### src/rtl/logic_op_sequencer_pkg.sv
// Shared definitions for the logic-op sequencer: operand width, logic function codes, FSM states.
// Optional build macro LOGIC_ZFLAG_EN (see logic_op_sequencer.sv) adds the rsp_zero flag.
`ifndef REG_WIDTH
`define REG_WIDTH 32
`endif

package logic_op_sequencer_pkg;

    localparam int REG_W = `REG_WIDTH;

    localparam logic [1:0] LOG_AND = 2'b00;
    localparam logic [1:0] LOG_OR  = 2'b01;
    localparam logic [1:0] LOG_NOR = 2'b10;
    localparam logic [1:0] LOG_XOR = 2'b11;

    typedef enum logic [1:0] {
        ST_IDLE = 2'b00,
        ST_READ = 2'b01,
        ST_EXEC = 2'b10,
        ST_WB   = 2'b11
    } seq_state_t;

endpackage

### src/rtl/logic_op_sequencer_regfile.sv
// Private operand register file: two asynchronous read ports, one synchronous write port,
// cleared by the asynchronous reset.
module logic_regfile
    import logic_op_sequencer_pkg::*;
#(
    parameter int DATA_W = REG_W,
    parameter int ADDR_W = 3
) (
    input  logic              clk,
    input  logic              rst,
    input  logic [ADDR_W-1:0] rd_addr_a,
    output logic [DATA_W-1:0] rd_data_a,
    input  logic [ADDR_W-1:0] rd_addr_b,
    output logic [DATA_W-1:0] rd_data_b,
    input  logic              we,
    input  logic [ADDR_W-1:0] waddr,
    input  logic [DATA_W-1:0] wdata
);

    localparam int DEPTH = 1 << ADDR_W;

    logic [DATA_W-1:0] mem [DEPTH];

    always_ff @(posedge clk or posedge rst) begin
        if (rst) begin
            for (int i = 0; i < DEPTH; i++) begin
                mem[i] <= '0;
            end
        end else if (we) begin
            mem[waddr] <= wdata;
        end
    end

    assign rd_data_a = mem[rd_addr_a];
    assign rd_data_b = mem[rd_addr_b];

endmodule

### src/rtl/logic_op_sequencer.sv
// Command sequencer for the combinational logic unit: READ operands, EXEC, write back, respond.
// Build macro LOGIC_ZFLAG_EN adds the registered rsp_zero result flag.
`ifndef REG_WIDTH
`define REG_WIDTH 32
`endif

module logic_op_sequencer
    import logic_op_sequencer_pkg::*;
#(
    parameter int DATA_W = `REG_WIDTH,
    parameter int ADDR_W = 3
) (
    input  logic              clk,
    input  logic              rst,
    input  logic              cmd_valid,
    output logic              cmd_ready,
    input  logic [1:0]        cmd_func,
    input  logic [ADDR_W-1:0] cmd_rs1,
    input  logic [ADDR_W-1:0] cmd_rs2,
    input  logic [ADDR_W-1:0] cmd_rd,
    input  logic              wr_en,
    input  logic [ADDR_W-1:0] wr_addr,
    input  logic [DATA_W-1:0] wr_data,
    output logic [DATA_W-1:0] first_op,
    output logic [DATA_W-1:0] second_op,
    output logic [1:0]        log_func,
    input  logic [DATA_W-1:0] logic_i_data,
    output logic              rsp_valid,
    input  logic              rsp_ready,
    output logic [DATA_W-1:0] rsp_data
`ifdef LOGIC_ZFLAG_EN
    ,
    output logic              rsp_zero
`endif
);

    seq_state_t        state;
    logic [1:0]        func_q;
    logic [ADDR_W-1:0] rs1_q;
    logic [ADDR_W-1:0] rs2_q;
    logic [ADDR_W-1:0] rd_q;
    logic              wb_first;

    logic [DATA_W-1:0] rf_data_a;
    logic [DATA_W-1:0] rf_data_b;
    logic              rf_we;
    logic [ADDR_W-1:0] rf_waddr;
    logic [DATA_W-1:0] rf_wdata;

    // External loads only land while idle; the writeback owns the port for one WB cycle.
    always_comb begin
        rf_we    = 1'b0;
        rf_waddr = wr_addr;
        rf_wdata = wr_data;
        if (state == ST_IDLE && wr_en) begin
            rf_we = 1'b1;
        end else if (state == ST_WB && wb_first) begin
            rf_we    = 1'b1;
            rf_waddr = rd_q;
            rf_wdata = rsp_data;
        end
    end

    logic_regfile #(
        .DATA_W (DATA_W),
        .ADDR_W (ADDR_W)
    ) u_regfile (
        .clk       (clk),
        .rst       (rst),
        .rd_addr_a (rs1_q),
        .rd_data_a (rf_data_a),
        .rd_addr_b (rs2_q),
        .rd_data_b (rf_data_b),
        .we        (rf_we),
        .waddr     (rf_waddr),
        .wdata     (rf_wdata)
    );

    always_ff @(posedge clk or posedge rst) begin
        if (rst) begin
            state     <= ST_IDLE;
            cmd_ready <= 1'b1;
            rsp_valid <= 1'b0;
            rsp_data  <= '0;
            first_op  <= '0;
            second_op <= '0;
            log_func  <= LOG_AND;
            func_q    <= LOG_AND;
            rs1_q     <= '0;
            rs2_q     <= '0;
            rd_q      <= '0;
            wb_first  <= 1'b0;
        end else begin
            wb_first <= 1'b0;
            case (state)
                ST_IDLE: begin
                    if (cmd_valid && cmd_ready) begin
                        func_q    <= cmd_func;
                        rs1_q     <= cmd_rs1;
                        rs2_q     <= cmd_rs2;
                        rd_q      <= cmd_rd;
                        cmd_ready <= 1'b0;
                        state     <= ST_READ;
                    end
                end
                ST_READ: begin
                    first_op  <= rf_data_a;
                    second_op <= rf_data_b;
                    log_func  <= func_q;
                    state     <= ST_EXEC;
                end
                ST_EXEC: begin
                    rsp_data  <= logic_i_data;
                    rsp_valid <= 1'b1;
                    wb_first  <= 1'b1;
                    state     <= ST_WB;
                end
                ST_WB: begin
                    if (rsp_valid && rsp_ready) begin
                        rsp_valid <= 1'b0;
                        cmd_ready <= 1'b1;
                        state     <= ST_IDLE;
                    end
                end
                default: state <= ST_IDLE;
            endcase
        end
    end

`ifdef LOGIC_ZFLAG_EN
    // Zero flag is captured on the same edge as rsp_data so the two always agree.
    always_ff @(posedge clk or posedge rst) begin
        if (rst) begin
            rsp_zero <= 1'b0;
        end else if (state == ST_EXEC) begin
            rsp_zero <= (logic_i_data == '0);
        end
    end
`endif

endmodule

### config.mk
export PLATFORM = sky130hd
export DESIGN_NAME = logic_op_sequencer
export DESIGN_NICKNAME = d
export VERILOG_FILES = /design/src/rtl/logic_op_sequencer_pkg.sv /design/src/rtl/logic_op_sequencer_regfile.sv /design/src/rtl/logic_op_sequencer.sv
export SDC_FILE = /design/constraint.sdc
export NUM_CORES = 1
export LEC_CHECK = 0
export ABC_AREA = 1
export BUFFER_PORTS_ARGS = -buffer_cell sky130_fd_sc_hd__buf_2
export CORE_ASPECT_RATIO = 1.25
export CORE_MARGIN = 2
export CORE_UTILIZATION = 60
export DETAILED_ROUTE_END_ITERATION = 8
export MAX_ROUTING_LAYER = met4
export PLACE_DENSITY = 0.8
export SLEW_MARGIN = 40
export SYNTH_ARGS = -nofsm -noshare
export SYNTH_HDL_FRONTEND = slang
export SYNTH_SLANG_ARGS = --single-unit
### constraint.sdc
create_clock -name clk -period 15.3 [get_ports clk]
set_input_delay 1.53 -clock clk [delete_from_list [all_inputs] [get_ports clk]]
set_output_delay 1.53 -clock clk [all_outputs]
set_load 0.05 [all_outputs]
==> key figures <==
STA
  • Smallest hold slack: 463 ps
  • Setup clock skew after layout: 28.3 ps
  • Final setup violating endpoints: 0
  • Transition time at the pin with the least slew margin: 885 ps
  • Setup repair after global routing missed its margin: false
  • Pins over their slew limit: 0
  • Min Tclk post-route: 4560 ps
  • Max Clock Freq: 220 MHz
  • Post-route setup TNS: 0 ps
  • Worst rel slew slack: 41.0%
  • Final worst-path cycle share: 29.8%
  • Final hold vios: 0

Placement
  • Dpl cell area: 20,600 sq um
  • Routability-driven placement congestion ratio: 0.875
  • Placed wire-length estimate after detailed placement: 33,500 um
  • Number of port buffers: 182
  • Placed cell count: 2,981

Synthesis
  • Multiplexer area fraction after synthesis: 0.341%
  • Synthesized-area fraction occupied by and/or/nand/nor cells: 30.6%
  • Synthesized Nets: 2,647
  • Number of instances in the synthesized netlist: 2,560
  • Post-synth cell types: 27
  • Post-synthesis register bit count: 370
  • Count of yosys warnings during synthesis: 0
  • Fraction of post-synthesis cell area in the top cell type by area: 46.6%
  • Post-synthesis share of cell area spent on full adders, half adders and majority gates: 0.252%
  • Fraction of the mapped netlist area in compound gates: 13.5%
  • Fraction of synthesized cell area in xor and xnor cells: 0%
  • Average footprint of a synthesized cell: 7.74 sq um
  • Sequential share of the synthesized area: 46.7%
  • Cell Area, Synth: 19,800 sq um
  • Dominant combinational cell family by area after synthesis: simple AND/OR/NAND/NOR gates
  • Top cells by area, synth: sky130_fd_sc_hd__dfrtp_1 (47%), sky130_fd_sc_hd__nand2_1 (19%), sky130_fd_sc_hd__nand3_1 (11%), sky130_fd_sc_hd__o211ai_1 (9.4%), sky130_fd_sc_hd__inv_1 (3.3%)
  • Cell taking the most area after synthesis: sky130_fd_sc_hd__dfrtp_1

Detailed routing
  • Average wire per cell in the routed design: 19.4 um
  • Met1 wire length: 22,700 um
  • Routed wire length on met2: 27,500 um
  • Detail Route Antenna Nets: 0
  • 1st-iter DRT viols: 2,258
  • Via/cell ratio: 6.15
  • Top layer reached by signal wires: met4
  • Number of remaining DRC errors: 0
  • Sum of routed wire length over all layers: 59,200 um
  • Vias: 18,800
  • Detailed Routing Iterations Pass 1: 6
  • Amount of wire on met3 after detailed routing: 6620 um

Finish
  • Non-filler cells, final: 3,050
  • Nets: 2,690
  • Share of cells above drive strength 1: 13.1%
  • Final Cell Area: 22,000 sq um
  • Area growth from synthesis to layout: 10.8%

Critical path
  • Slowest cell on the critical path: sky130_fd_sc_hd__nand2_1
  • Data arrival at the endpoint of the critical path: 4980 ps
  • Critical Path, Cell by Cell: buf_2 -> nand2_2 -> nand2_4 -> buf_4 -> nand2_1 -> nand2_1 -> nor2_4 -> buf_4 -> nand2_1 -> buf_4 -> nand2_1 -> nand2_1
  • Max Fanout on Critical Path: 66
  • Category of the worst setup path launch point: input pin
  • Dominant delay contributor by cell family on the critical path: simple AND/OR/NAND/NOR gates
  • Type of the worst setup path: in -> reg
  • Largest stage delay, worst path: 700 ps
  • Buffers plus inverters on the worst setup path: 4
  • Endpoint kind of the worst setup timing path: register
  • Cell occurring most often along the worst timing path: sky130_fd_sc_hd__nand2_1
  • Required @ worst endpoint: 15,720 ps

GRT
  • Overflow after GRT: 0
  • Total global-route track usage: 35.3%
  • Via count of the first global-routing pass: 18,500
  • Initial antenna violation count: 1
  • Maximum number of pins on one net before global-route repair: 132
  • First-pass GRT wire length: 96,200 um

Pwr
  • Leak: 11.2 nW
  • Max rail drop VDD: 197 uV
  • Power per Cell Area: 247 nW/um^2

Floorplanning
  • Number of ports placed on the die boundary: 183
  • Initial cell density of the core: 60.8%
  • Overall die area: 34,500 sq um
  • Std cell rows: 74
  • Core region area: 32,600 sq um
  • Die outline height: 207 um
  • Die Width: 167 um

Clocking
  • CTS clk-pin slew, worst paths: 60 ps
  • H-tree levels: 2
  • Post-CTS Resized: 0
  • Largest buffer count on any clock path: 3
  • Clock Sink Count: 370
  • TritonCTS buffer count: 37
  • CTS tree: yes
  • Source-to-sink clock delay at the later pin of the worst-skew pair: 550 ps
  • Root cell of the clock tree: sky130_fd_sc_hd__clkbuf_16
  • Post-CTS Hold Fix Bufs: 0
  • Number of post-CTS setup repair buffers: 0

Flow run
  • Number of violations of the max-capacitance limit: 0

Status
  • Outcome: finished, final reports clean

Worst hold path
  • Type of the most critical hold path: reg -> reg
-- report_power, final --
group          switching [mW]  internal, mW  leakage, nW
Combinational            1.95         0.744         5.90
Sequential              0.323          1.44         4.66
Clock                   0.394         0.576        0.653
Total                    2.67          2.76         11.2
-- kinds of logic after synthesis --
logic type / count (synthesis)
adders and majority gates: 4
and+or+nand+nor: 1454
DFF: 370
buffers and inverters: 386
AOI/OAI and AO/OA: 340
muxes: 6
-- routing by layer --
layer  vias up  global-route usage (%)
met1      8812                    45.7
met2      1179                    54.3
met3       220                    6.62
li1       8550                       -
met4         0                    16.3
met5         -                       -
-- cell type report --
cell class | count | area [sq um]
Antenna cell | 1 | 2.50
Fill cell | 2666 | 10600
Inverter | 177 | 686
Clock buffer | 51 | 1110
Tap cell | 418 | 523
Clock inverter | 16 | 184
Multi-Input combinational cell | 1804 | 8930
Timing Repair Buffer | 213 | 1260
Sequential cell | 370 | 9270
-- state kept, by name (all words and copies together), names as in the netlist --
register / count
cmd_ready: 1
first_op: 32
func_q: 2
log_func: 2
rd_q: 3
rs1_q: 3
rs2_q: 3
rsp_data: 32
rsp_valid: 1
second_op: 32
state: 2
u_regfile.mem: 256
wb_first: 1
-- path summary, 6_finish.rpt --
path / startpoint / end / slack (ps) / cells past startpoint
worst min-delay path: log_func[1]$_DFFE_PP0N_ / log_func[1]$_DFFE_PP0N_ / 460 / 2
worst max register to register: state[1]$_DFFE_PP0P_ / u_regfile.mem[133]$_DFFE_PP0P_ / 10990 / 13
max in group asynchronous: rst / rs2_q[0]$_DFFE_PP0P_ / 12200 / 5
min in group asynchronous: rst / rsp_data[21]$_DFFE_PP0P_ / 1030 / 2
worst min register to register: log_func[1]$_DFFE_PP0N_ / log_func[1]$_DFFE_PP0N_ / 460 / 2
worst max-delay path: wr_en / u_regfile.mem[133]$_DFFE_PP0P_ / 10740 / 12
-- cells in the mapped netlist (all sizes together) --
cell    count
nand3b      2
nand2     987
inv       176
dfstp       1
dfrtp     369
o21ai      78
a21oi      14
o21a        1
ha          4
o211ai    247
mux2        6
nor2       11
clkinv      1
or2         1
clkbuf     72
nand3     453
buf       137
-- through the flow --
stage	worst slack [ps]	total power, mW	util, %
3_5_place_dp	10270	4.39	63.3
3_3_place_gp	10380	4.26	62.8
6_report	10740	5.42	67.4
4_1_cts	10810	5.37	67.3
2_1_floorplan	3500	3.74	-
5_1_grt	10570	5.77	67.4
-- placed cells by master, fill, tap and decap left out, types with 2 or more instances in the layout --
cell type                   instances
sky130_fd_sc_hd__a21oi_1           14
sky130_fd_sc_hd__buf_12             4
sky130_fd_sc_hd__buf_2            182
sky130_fd_sc_hd__buf_4             15
sky130_fd_sc_hd__buf_6             10
sky130_fd_sc_hd__bufinv_16          4
sky130_fd_sc_hd__clkbuf_1           3
sky130_fd_sc_hd__clkbuf_16         39
sky130_fd_sc_hd__clkbuf_8           9
sky130_fd_sc_hd__clkinv_2          12
sky130_fd_sc_hd__dfrtp_1          364
sky130_fd_sc_hd__dfrtp_2            2
sky130_fd_sc_hd__dfrtp_4            3
sky130_fd_sc_hd__ha_1               2
sky130_fd_sc_hd__inv_1            169
sky130_fd_sc_hd__inv_2              2
sky130_fd_sc_hd__inv_4              3
sky130_fd_sc_hd__mux2_2             6
sky130_fd_sc_hd__nand2_1          980
sky130_fd_sc_hd__nand2_4            6
sky130_fd_sc_hd__nand3_1          453
sky130_fd_sc_hd__nand3b_1           2
sky130_fd_sc_hd__nor2_1             5
sky130_fd_sc_hd__nor2_4             6
sky130_fd_sc_hd__o211ai_1         247
sky130_fd_sc_hd__o21ai_0           46
sky130_fd_sc_hd__o21ai_4           31
-- tightest hold or removal path: stages (launching register included) --
cell and delay (ps):
sky130_fd_sc_hd__dfrtp_1 340, sky130_fd_sc_hd__nand2_1 50, sky130_fd_sc_hd__nand2_1 40
No activity file was read; power rests on OpenSTA's default activity.
